**config.mk**
```make
export PLATFORM = sky130hd
export DESIGN_NAME = fib_sequencer
export DESIGN_NICKNAME = d
export VERILOG_FILES = /design/src/rtl/fib_sequencer.sv
export SDC_FILE = /design/constraint.sdc
export NUM_CORES = 1
export LEC_CHECK = 0
export BUFFER_PORTS_ARGS = -buffer_cell sky130_fd_sc_hd__buf_2
export CORE_UTILIZATION = 51
export DETAILED_ROUTE_END_ITERATION = 8
export GPL_TIMING_DRIVEN = 1
export PLACE_DENSITY = 0.89
export SYNTH_ARGS = -nofsm -noshare
export SYNTH_HDL_FRONTEND = slang
export SYNTH_SLANG_ARGS = --single-unit
```
**constraint.sdc**
```tcl
create_clock -name clk -period 4.2 [get_ports clk]
set_clock_uncertainty 0.15 [all_clocks]
set_input_delay 0.84 -clock clk [delete_from_list [all_inputs] [get_ports clk]]
set_output_delay 0.84 -clock clk [all_outputs]
set_load 0.05 [all_outputs]
```
**src/rtl/fib_sequencer.sv**
```systemverilog
// fib_sequencer: Moore FSM that drives the regfile/ALU datapath to fill r0..r(N-1) with Fibonacci terms.
// Optional: define FIB_CARRY_ABORT_EN to end a sequence right after the first compute write that carries.
module fib_sequencer #(
    parameter int         NUM_REGS   = 16,
    parameter int         DATA_WIDTH = 16,
    parameter logic [7:0] ADD_OP     = 8'b0000_0101,
    parameter logic [7:0] PASS_OP    = 8'b0000_0000
) (
    input  logic                          clk,
    input  logic                          reset,
    input  logic                          start,
    input  logic [$clog2(NUM_REGS):0]     term_count,
    input  logic                          alu_carry,
    output logic [NUM_REGS-1:0]           regEnable,
    output logic [$clog2(NUM_REGS)-1:0]   ra_sel,
    output logic [$clog2(NUM_REGS)-1:0]   rb_sel,
    output logic [7:0]                    alu_op,
    output logic                          imm_en,
    output logic [DATA_WIDTH-1:0]         imm,
    output logic                          busy,
    output logic                          done,
    output logic                          ovf
);

    localparam int IDXW = $clog2(NUM_REGS);
    localparam int CW   = IDXW + 1;
    localparam logic [CW-1:0] NC_MAX = CW'(NUM_REGS);

    typedef enum logic [2:0] {
        S_IDLE,
        S_INIT0,
        S_INIT1,
        S_COMPUTE,
        S_DONE
    } state_t;

    state_t          state, state_n;
    logic [CW-1:0]   nc, nc_n;
    logic [IDXW-1:0] idx, idx_n;
    logic            ovf_n;

    always_comb begin
        state_n = state;
        nc_n    = nc;
        idx_n   = idx;
        ovf_n   = ovf;
        case (state)
            S_IDLE: begin
                if (start) begin
                    nc_n    = (term_count > NC_MAX) ? NC_MAX : term_count;
                    ovf_n   = 1'b0;
                    state_n = (nc_n == '0) ? S_DONE : S_INIT0;
                end
            end
            S_INIT0: begin
                state_n = (nc == CW'(1)) ? S_DONE : S_INIT1;
            end
            S_INIT1: begin
                idx_n   = IDXW'(2);
                state_n = (nc == CW'(2)) ? S_DONE : S_COMPUTE;
            end
            S_COMPUTE: begin
                if (alu_carry)
                    ovf_n = 1'b1;
                if ({1'b0, idx} == nc - CW'(1))
                    state_n = S_DONE;
                else
                    idx_n = idx + IDXW'(1);
`ifdef FIB_CARRY_ABORT_EN
                if (alu_carry)
                    state_n = S_DONE;
`endif
            end
            S_DONE: begin
                state_n = S_IDLE;
            end
            default: begin
                state_n = S_IDLE;
            end
        endcase
    end

    // Outputs are registered from the next state so they line up with the state they describe.
    always_ff @(posedge clk) begin
        if (!reset) begin
            state     <= S_IDLE;
            nc        <= '0;
            idx       <= '0;
            ovf       <= 1'b0;
            regEnable <= '0;
            ra_sel    <= '0;
            rb_sel    <= '0;
            alu_op    <= PASS_OP;
            imm_en    <= 1'b0;
            imm       <= '0;
            busy      <= 1'b0;
            done      <= 1'b0;
        end else begin
            state     <= state_n;
            nc        <= nc_n;
            idx       <= idx_n;
            ovf       <= ovf_n;
            regEnable <= '0;
            ra_sel    <= '0;
            rb_sel    <= '0;
            alu_op    <= PASS_OP;
            imm_en    <= 1'b0;
            imm       <= '0;
            busy      <= 1'b0;
            done      <= 1'b0;
            case (state_n)
                S_INIT0: begin
                    regEnable <= NUM_REGS'(1);
                    imm_en    <= 1'b1;
                    imm       <= '0;
                    busy      <= 1'b1;
                end
                S_INIT1: begin
                    regEnable <= NUM_REGS'(2);
                    imm_en    <= 1'b1;
                    imm       <= DATA_WIDTH'(1);
                    busy      <= 1'b1;
                end
                S_COMPUTE: begin
                    regEnable <= NUM_REGS'(1) << idx_n;
                    ra_sel    <= idx_n - IDXW'(1);
                    rb_sel    <= idx_n - IDXW'(2);
                    alu_op    <= ADD_OP;
                    busy      <= 1'b1;
                end
                S_DONE: begin
                    done <= 1'b1;
                end
                default: begin
                end
            endcase
        end
    end

endmodule
```
After elaboration in Yosys (flattened, before gate mapping)
Cells that the tools add are included.
{"block": "classes", "n_addsub": 4, "order_cmp": 1, "eq_ne": 12, "shift": 1, "muxes": 18, "reduce_logical": 8}
{"op": "16-bit case mux with 3 select lines", "count": 1}
{"op": "3-bit 2-to-1 mux", "count": 6}
{"op": "1-bit by 4-bit left shift with 16-bit output (first input constant)", "count": 1}
{"op": "3-bit by 2-bit == test with 1-bit output (second input constant)", "count": 4}
{"op": "3-bit case mux with 4 select lines", "count": 1}
{"op": "4-bit case mux with 2 select lines", "count": 1}
{"op": "3-bit by 1-bit == test with 1-bit output (second input constant)", "count": 2}
{"op": "1-bit 2-to-1 mux", "count": 6}
{"op": "4-bit by 5-bit == test with 1-bit output", "count": 1}
{"op": "5-bit by 1-bit == test with 1-bit output (second input constant)", "count": 1}
{"op": "5-bit by 2-bit == test with 1-bit output (second input constant)", "count": 1}
{"op": "5-bit > comparator (second input constant)", "count": 1}
{"op": "5-bit zero test", "count": 1}
{"op": "5-bit 2-to-1 mux", "count": 1}
{"op": "5-bit by 1-bit subtractor with 5-bit output (second input constant)", "count": 1}
{"op": "4-bit by 1-bit adder with 4-bit output (second input constant)", "count": 1}
{"op": "4-bit 2-to-1 mux", "count": 1}
{"op": "2-bit != test (second input constant)", "count": 2}
{"op": "2-bit AND reduction", "count": 2}
{"op": "4-bit by 1-bit subtractor with 4-bit output (second input constant)", "count": 1}
{"op": "4-bit by 2-bit subtractor with 4-bit output (second input constant)", "count": 1}
{"op": "3-bit == test (second input constant)", "count": 1}
{"op": "3-bit zero test", "count": 1}
{"op": "3-bit AND reduction", "count": 1}
{"op": "4 further kinds", "count": 4}
{"block": "totals", "reg_bits": 64, "input_bits": 9}

Logic depth before layout (Yosys ltp)
Gate-level depths: netlist of the first run.
{"block": "logic_depth", "ltp_word": 9, "depth_mapped": 16, "ltp_nobuf": 14}

Worst setup path after synthesis of the first run
OpenSTA, ideal clock, no wires.
{"block": "synth_path", "path_type": "register to register", "start": "register nc[0]", "end": "register ra_sel[3]", "arrival_time_ps": 3238, "path_slack_ps": 733, "path_stages_with_launch": 17, "path_buffers": 2, "synth_period_minus_slack_ps": 3467, "cell_sequence": "dfxtp_1 > inv_1 > ha_1 > o21ba_1 > a221o_1 > a211o_1 > buf_6 > a31o_2 > and2_4 > buf_12 > inv_6 > ha_1 > nand3_1 > a2111oi_0 > a211oi_1 > and3_1 > nor3_1"}
{"block": "synth_via", "elab_chain_len": 6, "elab_cells_between_ends": 13, "classes_between": "2 x add/sub; 4 x eq/ne; 6 x mux; 1 x reduce/logical"}
{"element": "start: declaration", "line": "38", "text": "logic [CW-1:0] nc, nc_n;"}
{"element": "start signal: assignment", "line": "100", "text": "nc <= nc_n;"}
{"element": "parallel branches: the longest is 6 deep, another holds 5-bit by 1-bit subtractor with 5-bit output"}
{"element": "end signal: assignment", "line": "126", "text": "ra_sel <= idx_n - IDXW'(1);"}
{"element": "end: declaration", "line": "15", "text": "output logic [$clog2(NUM_REGS)-1:0] ra_sel,"}
Several ways; the timed one is not identified.
A chain may end at the register's enable or synchronous reset.

Final worst setup path of the first run
Ends and elaborated chain as after synthesis.

==> load_flow_metrics.sql, run 1 <==
INSERT INTO impl_metrics (metric_group, metric, value, unit) VALUES
('critical_path', 'worst_path_largest_cell_delay', '0.44', 'ns'),
('drt', 'drc', '0', ''),
('cells_and_area', 'final-seq-area', '840.8', 'sq um'),
('die', 'initial_utilization', '53.87', '%'),
('global_route', 'global_route_wire_length_before_repair', '6451', 'um'),
('drt', 'ant_nets', '0', ''),
('logic_synthesis', 'synth_cells', '212', ''),
('placement', 'placement.io_buffers', '39', ''),
('critical_path', 'cp_slowest_cell', 'sky130_fd_sc_hd__a211o_1', ''),
('die', 'placement_rows', '22', ''),
('timing', 'finalSetupTns', '0', 'ns'),
('placement', 'gp_congestion', '0.8321', ''),
('cts', 'tritoncts', 'done', ''),
('cells_and_area', 'finish.net_count', '267', ''),
('pwr', 'power.density', '435.8', 'nW/um^2'),
('cts', 'clockBufferDepth', '2', ''),
('die', 'die_h', '64.65', 'um'),
('critical_path', 'most_frequent_cell_on_critical_path', 'sky130_fd_sc_hd__ha_1', ''),
('cells_and_area', 'most-common-layout-cells', '42 x sky130_fd_sc_hd__dfxtp_1, 39 x sky130_fd_sc_hd__buf_2, 21 x sky130_fd_sc_hd__conb_1, 17 x sky130_fd_sc_hd__nor3_1, 15 x sky130_fd_sc_hd__nand2_1', ''),
('drt', 'detailedRoute.firstIterationViolations', '85', ''),
('cells_and_area', 'area_growth', '10.44', '%'),
('cells_and_area', 'post_route_cells_drive_above_1_share', '22.98', '%'),
('timing', 'fin_crit_sh', '89.51', '%'),
('global_route', 'largest_net_degree_at_the_start_of_global_routing', '23', ''),
('die', 'core', '3716', 'sq um'),
('critical_path', 'crit_path_cell_trace', 'inv_1 > ha_1 > o21ba_1 > a221o_1 > a211o_1 > a31o_2 > and2_4 > inv_6 > ha_1 > nand3_1 > a2111oi_0 > a211oi_1 > and3_1 > nor3_1', ''),
('critical_path', 'worst-endpoint-arrival', '3.83', 'ns'),
('logic_synthesis', 'post_synthesis_async_set_or_reset_flop_share', '0', '%'),
('timing', 'rel_slew_slack', '36.18', '%'),
('timing', 'setup_violations', '0', ''),
('logic_synthesis', 'synth_edf_count', '0', ''),
('cells_and_area', 'final_cell_area', '2211', 'sq um'),
('logic_synthesis', 'synth.yosys.seq_area_share', '42.00', '%'),
('cts', 'post_cts_resized', '0', ''),
('cells_and_area', 'n_fill_cell', '327', ''),
('global_route', 'globalRoute.totalOverflow', '0', ''),
('timing', 'final_hold_slack', '0.3153', 'ns'),
('cts', 'clk_transition_reported_paths', '0.08', 'ns'),
('placement', 'detailedPlacementHpwl', '2728', 'um'),
('outcome', 'outcome', 'completed', ''),
('logic_synthesis', 'netlist_area', '2002', 'sq um'),
('die', 'floorplan.die.width', '64.65', 'um'),
('timing', 'grt_setup_unrepaired', 'false', ''),
('placement', 'postPlaceCellArea', '2101', 'sq um'),
('timing', 'post-route-min-period', '3.759', 'ns'),
('cts', 'cts_inserted_buffers', '5', ''),
('cts', 'clkSinkCount', '42', ''),
('flow_run', 'maxCapViolCount', '0', ''),
('die', 'ios', '61', ''),
('logic_synthesis', 'post_synth.cell_area_avg', '9.443', 'sq um'),
('logic_synthesis', 'ys_ff_latch', '42', ''),
('critical_path', 'required', '4.28', 'ns'),
('logic_synthesis', 'warnings_from_yosys', '0', ''),
('pwr', 'power.ir.vdd_worst', '0.0003615', 'V'),
('die', 'die-area', '4180', 'sq um'),
('logic_synthesis', 'yosys.cell_types.count', '46', ''),
('critical_path', 'timing_worst_setup_path_type', 'flip-flop to flip-flop', ''),
('global_route', 'grt_usage', '20.37', '%'),
('critical_path', 'cp-end-kind', 'flip-flop', ''),
('cells_and_area', 'diodes', '0', ''),
('cts', 'post_cts.repair.setup_buffers', '0', ''),
('timing', 'report.final.hold_viol_count', '0', ''),
('min_path', 'worstHoldPathType', 'flip-flop to flip-flop', ''),
('cells_and_area', 'layout_commonest_cell', 'sky130_fd_sc_hd__dfxtp_1', ''),
('pwr', 'report.power.total', '0.9635', 'mW'),
('cts', 'clock_latency', '0.30', 'ns'),
('drt', 'postRouteWirelength', '3881', 'um'),
('global_route', 'via_count_of_the_first_global_routing_pass', '1442', ''),
('pwr', 'power_leakage', '1.012', 'nW'),
('critical_path', 'startpoint_type', 'flip-flop', ''),
('cells_and_area', 'multi_input_area', '962.2', 'sq um');
[critical path: cells and delay by family, from the launching register on]
kind | cells | cell delay (ns)
flops | 1 | 0.42
buf+inv | 2 | 0.20
compound gates | 6 | 1.86
simple gates | 4 | 0.62
fa+ha+maj | 2 | 0.43
[final timing paths]
kind,slack (ns),endpoint,start,cells after the start
worst max-delay path,0.44,ra_sel[3],nc[0],14
worst min-delay path,0.32,ovf,ovf,2
worst max register to register,0.44,ra_sel[3],nc[0],14
worst min register to register,0.32,ovf,ovf,2
[per-stage QoR]
step	cells	setup slack, ns
after global routing	296	0.09180
after detailed placement	288	0.5150
final	296	0.4407
after CTS	296	0.4921
after global placement	288	0.6506
after floorplan	232	0.7333
[cells by family after synthesis]
logic type / Yosys count / synth area share (%)
and+or+nand+nor: 76 / 19.75
DFF: 42 / 42.00
adders and majority gates: 11 / 6.875
xor gates and xnor gates: 5 / 2.188
other: 1 / 0.1873
muxes: 2 / 1.062
AOI/OAI and AO/OA: 34 / 14.25
buffers and inverters: 41 / 13.69
[cells in the mapped netlist (4+ instances only)]
master	n	area, sq um
sky130_fd_sc_hd__dfxtp_1	42	840.8
sky130_fd_sc_hd__buf_4	22	165.2
sky130_fd_sc_hd__nor3_1	17	85.08
sky130_fd_sc_hd__nand2_1	15	56.30
sky130_fd_sc_hd__ha_1	11	137.6
sky130_fd_sc_hd__nor2_1	11	41.29
sky130_fd_sc_hd__nand3_1	9	45.04
sky130_fd_sc_hd__inv_1	8	30.03
sky130_fd_sc_hd__a21boi_0	6	45.04
sky130_fd_sc_hd__a21oi_1	6	30.03
sky130_fd_sc_hd__clkbuf_1	5	18.77
sky130_fd_sc_hd__nand3b_1	5	37.54
sky130_fd_sc_hd__and3_1	4	25.02
[power breakdown]
part / total (mW) / internal, mW / switching [mW] / leakage [nW]
Sequential: 0.434 / 0.418 / 0.0157 / 0.341
Clock: 0.313 / 0.177 / 0.135 / 0.0514
Combinational: 0.217 / 0.0532 / 0.164 / 0.619
[layer usage]
| metal | wire, um | global-route usage [%] | vias up | part of all wire [%] |
|---|---|---|---|---|
| met5 | 0 | 0 | - | 0 |
| met4 | 80 | 8.889 | 0 | 2.1 |
| met3 | 183 | 5.458 | 8 | 4.7 |
| met2 | 2012 | 36.32 | 49 | 52 |
| met1 | 1605 | 22.53 | 743 | 41 |
| li1 | - | - | 768 | - |
[sequential cells by signal, summed over array words and instances, names as in the netlist]
name	count
nc	5
imm	1
idx	4
done	1
ovf	1
ra_sel	4
state	3
busy	1
imm_en	1
regEnable	16
rb_sel	4
alu_op	1
[final cells by class]
class | count | share of cell area (%)
Clock inverter | 2 | 1.698
Timing Repair Buffer | 39 | 8.829
Inverter | 10 | 1.924
Sequential cell | 42 | 38.03
Multi-Input combinational cell | 149 | 43.52
Tap cell | 48 | 2.716
Clock buffer | 6 | 3.282
Power figures use the tool's default switching activity.
==> inputs of run 2 (changes only) <==
Settings changed: CORE_UTILIZATION 51 to 55, PLACE_DENSITY 0.89 to 0.95.
Clock period 4.2 ns to 4.67 ns, I/O delays scaled along.
==> run 2 against run 1 <==
  * Global-route usage grew 1.2 points
  * Cell area shrank 1.4%
  * Sequential power shrank 9.9%
  * Count of clock-buffer cells in the layout shrank 1
  * Largest cell class unchanged
==> load_flow_metrics.sql, run 2 (synthesized netlist as in run 1, its figures left out) <==
INSERT INTO impl_metrics (metric_group, metric, value, unit) VALUES
('timing', 'max_clock_freq', '267.0', 'MHz'),
('cells_and_area', 'post_route_cells_drive_above_1_share', '23.39', '%'),
('die', 'core', '3416', 'sq um'),
('critical_path', 'cp-end-kind', 'flip-flop', ''),
('placement', 'detailedPlace.worstSlack', '0.9825', 'ns'),
('cts', 'hold_buffers', '0', ''),
('critical_path', 'worst-endpoint-arrival', '3.88', 'ns'),
('cts', 'tritoncts', 'done', ''),
('pwr', 'power.ir.vdd_worst', '0.0002967', 'V'),
('critical_path', 'r2r-start', 'nc[0]', ''),
('drt', 'viasPerCell', '5.405', ''),
('die', 'ios', '61', ''),
('cts', 'cts_inserted_buffers', '5', ''),
('pwr', 'power.density', '377.7', 'nW/um^2'),
('global_route', 'grt_usage', '21.62', '%'),
('timing', 'grt_setup_unrepaired', 'false', ''),
('cts', 'clk_transition_reported_paths', '0.13', 'ns'),
('pwr', 'switchingPower', '0.2847', 'mW'),
('pwr', 'combinationalPowerShare', '23.9', '%'),
('critical_path', 'crit_path_cell_trace', 'inv_1 > ha_1 > o21ba_1 > a221o_1 > a211o_1 > mux2i_1 > a21oi_1 > inv_1 > ha_1 > nand3_1 > a2111oi_0 > a211oi_1 > and3_1 > nor3_1', ''),
('cts', 'clockBufferDepth', '2', ''),
('drt', 'detail_route.first_pass.iterations', '4', ''),
('cts', 'clock_tree.htree_level_count', '2', ''),
('drt', 'routed-via-count', '1589', ''),
('pwr', 'power_report.internal_total', '0.5386', 'mW'),
('placement', 'placement.io_buffers', '39', ''),
('die', 'floorplan.die.width', '62.33', 'um'),
('timing', 'finalWorstSetupSlack', '0.9249', 'ns'),
('critical_path', 'worst_path_largest_cell_delay', '0.45', 'ns'),
('global_route', 'globalRoute.totalOverflow', '0', ''),
('min_path', 'hold_path.startpoint', 'ovf', ''),
('cts', 'clock_latency', '0.36', 'ns'),
('cells_and_area', 'stdcell_count', '294', ''),
('drt', 'wl_per_cell', '13.11', 'um'),
('cts', 'post_cts.repair.setup_buffers', '0', ''),
('critical_path', 'timing_worst_setup_path_type', 'flip-flop to flip-flop', ''),
('timing', 'report.final.hold_viol_count', '0', ''),
('flow_run', 'maxCapViolCount', '0', ''),
('pwr', 'share_of_total_power_in_sequential_cells', '47.4', '%'),
('die', 'placement_rows', '21', ''),
('global_route', 'via_count_of_the_first_global_routing_pass', '1521', ''),
('die', 'initial_utilization', '58.61', '%'),
('cells_and_area', 'largest_register_ff_count', '16', ''),
('die', 'die_h', '62.33', 'um'),
('drt', 'detailedRoute.firstIterationViolations', '49', ''),
('die', 'die-area', '3885', 'sq um'),
('critical_path', 'required', '4.80', 'ns'),
('cells_and_area', 'register_with_the_most_flip_flops', 'regEnable', ''),
('pwr', 'clock_power_share', '28.7', '%'),
('global_route', 'global_route_wire_length_before_repair', '6541', 'um'),
('pwr', 'report.power.total', '0.8233', 'mW'),
('cts', 'clkSinkCount', '42', ''),
('timing', 'number_of_slew_limit_violations_in_the_final_report', '0', ''),
('timing', 'rel_slew_slack', '35.89', '%'),
('cells_and_area', 'n_fill_cell', '290', ''),
('critical_path', 'critPathLaunch', 'nc[0]', ''),
('timing', 'final_hold_slack', '0.3214', 'ns'),
('cells_and_area', 'layout_commonest_cell', 'sky130_fd_sc_hd__dfxtp_1', ''),
('drt', 'drc', '0', ''),
('timing', 'setup_violations', '0', ''),
('min_path', 'worstHoldPathType', 'flip-flop to flip-flop', ''),
('placement', 'postPlaceCellArea', '2098', 'sq um'),
('cells_and_area', 'area_growth', '8.875', '%'),
('timing', 'worstMarginPinSlew', '0.9483', 'ns'),
('critical_path', 'path_max_fanout', '9', ''),
('placement', 'placedCellCount', '286', ''),
('pwr', 'p_sw_share', '34.58', '%'),
('cells_and_area', 'final_cell_area', '2180', 'sq um'),
('timing', 'finalSetupTns', '0', 'ns'),
('cells_and_area', 'most-common-layout-cells', '42 x sky130_fd_sc_hd__dfxtp_1, 39 x sky130_fd_sc_hd__buf_2, 21 x sky130_fd_sc_hd__conb_1, 17 x sky130_fd_sc_hd__nor3_1, 15 x sky130_fd_sc_hd__nand2_1', ''),
('placement', 'gp_congestion', '0.8188', ''),
('cts', 'post_cts_resized', '0', ''),
('cells_and_area', 'finish.net_count', '267', ''),
('timing', 'fin_crit_sh', '80.19', '%'),
('global_route', 'largest_net_degree_at_the_start_of_global_routing', '23', ''),
('critical_path', 'cp_slowest_cell', 'sky130_fd_sc_hd__a211o_1', ''),
('outcome', 'outcome', 'completed', ''),
('cells_and_area', 'reg.largest.list', 'regEnable: 16 flops, nc: 5 flops', ''),
('cells_and_area', 'diodes', '0', ''),
('cts', 'ctsRootBufferMaster', 'sky130_fd_sc_hd__clkbuf_4', ''),
('drt', 'postRouteWirelength', '3853', 'um'),
('pwr', 'power_leakage', '1.006', 'nW'),
('global_route', 'antenna_found_initial', '0', ''),
('cells_and_area', 'postLayoutCoreUtil', '63.81', '%'),
('drt', 'ant_nets', '0', ''),
('critical_path', 'startpoint_type', 'flip-flop', ''),
('timing', 'post-route-min-period', '3.745', 'ns'),
('placement', 'detailedPlacementHpwl', '2813', 'um');
[run 2: cell types whose count changed in the layout (fill, tap and decap cells not counted), sizes merged]
cell and delta:
clkbuf -1, clkinv +1, clkinvlp -1, inv +1
[run 2: worst paths after layout]
path	end	slack, ns	cells after the start
worst max-delay path	ra_sel[3]	0.92	14
worst min-delay path	ovf	0.32	2
worst max register to register	ra_sel[3]	0.92	14
worst min register to register	ovf	0.32	2
[run 2: power groups by stage]
| stage | Sequential, mW | Combinational [mW] | Clock, mW |
|---|---|---|---|
| 4_1_cts | 0.390 | 0.195 | 0.238 |
| 3_3_place_gp | 0.398 | 0.189 | 0 |
| 5_1_grt | 0.394 | 0.213 | 0.255 |
| 3_5_place_dp | 0.398 | 0.195 | 0 |
| 6_report | 0.391 | 0.197 | 0.236 |
| 2_1_floorplan | 0.433 | 0.137 | 0 |
[run 2: worst max-delay path, delay by kind of cell (launching register included)]
kind / cells / cell delay (ns)
AND/OR/NAND/NOR: 3 / 0.43
flip-flops: 1 / 0.44
multiplexers: 1 / 0.20
adder cells (fa/ha/maj): 2 / 0.47
AO/OA/AOI/OAI: 6 / 1.66
buffers and inverters: 2 / 0.32
[run 2: layout make-up]
class,count,area (sq um),area share [%]
multi-input combinational,149,962.2,44.14
sequential,42,840.8,38.58
timing repair buffer,39,195.2,8.955
clock inverter,3,43.79,2.009
tap,46,57.56,2.641
clock buffer,5,37.54,1.722
inverter,10,42.54,1.952
[run 2: routing by layer]
metal  vias to the layer above  global-route usage (%)  wire length [um]
met1                       728                   24.16              1622
met3                        23                   4.963               237
met2                        71                   35.58              1805
met4                         0                   16.57               188
li1                        767                       -                 -
met5                         -                       0                 0
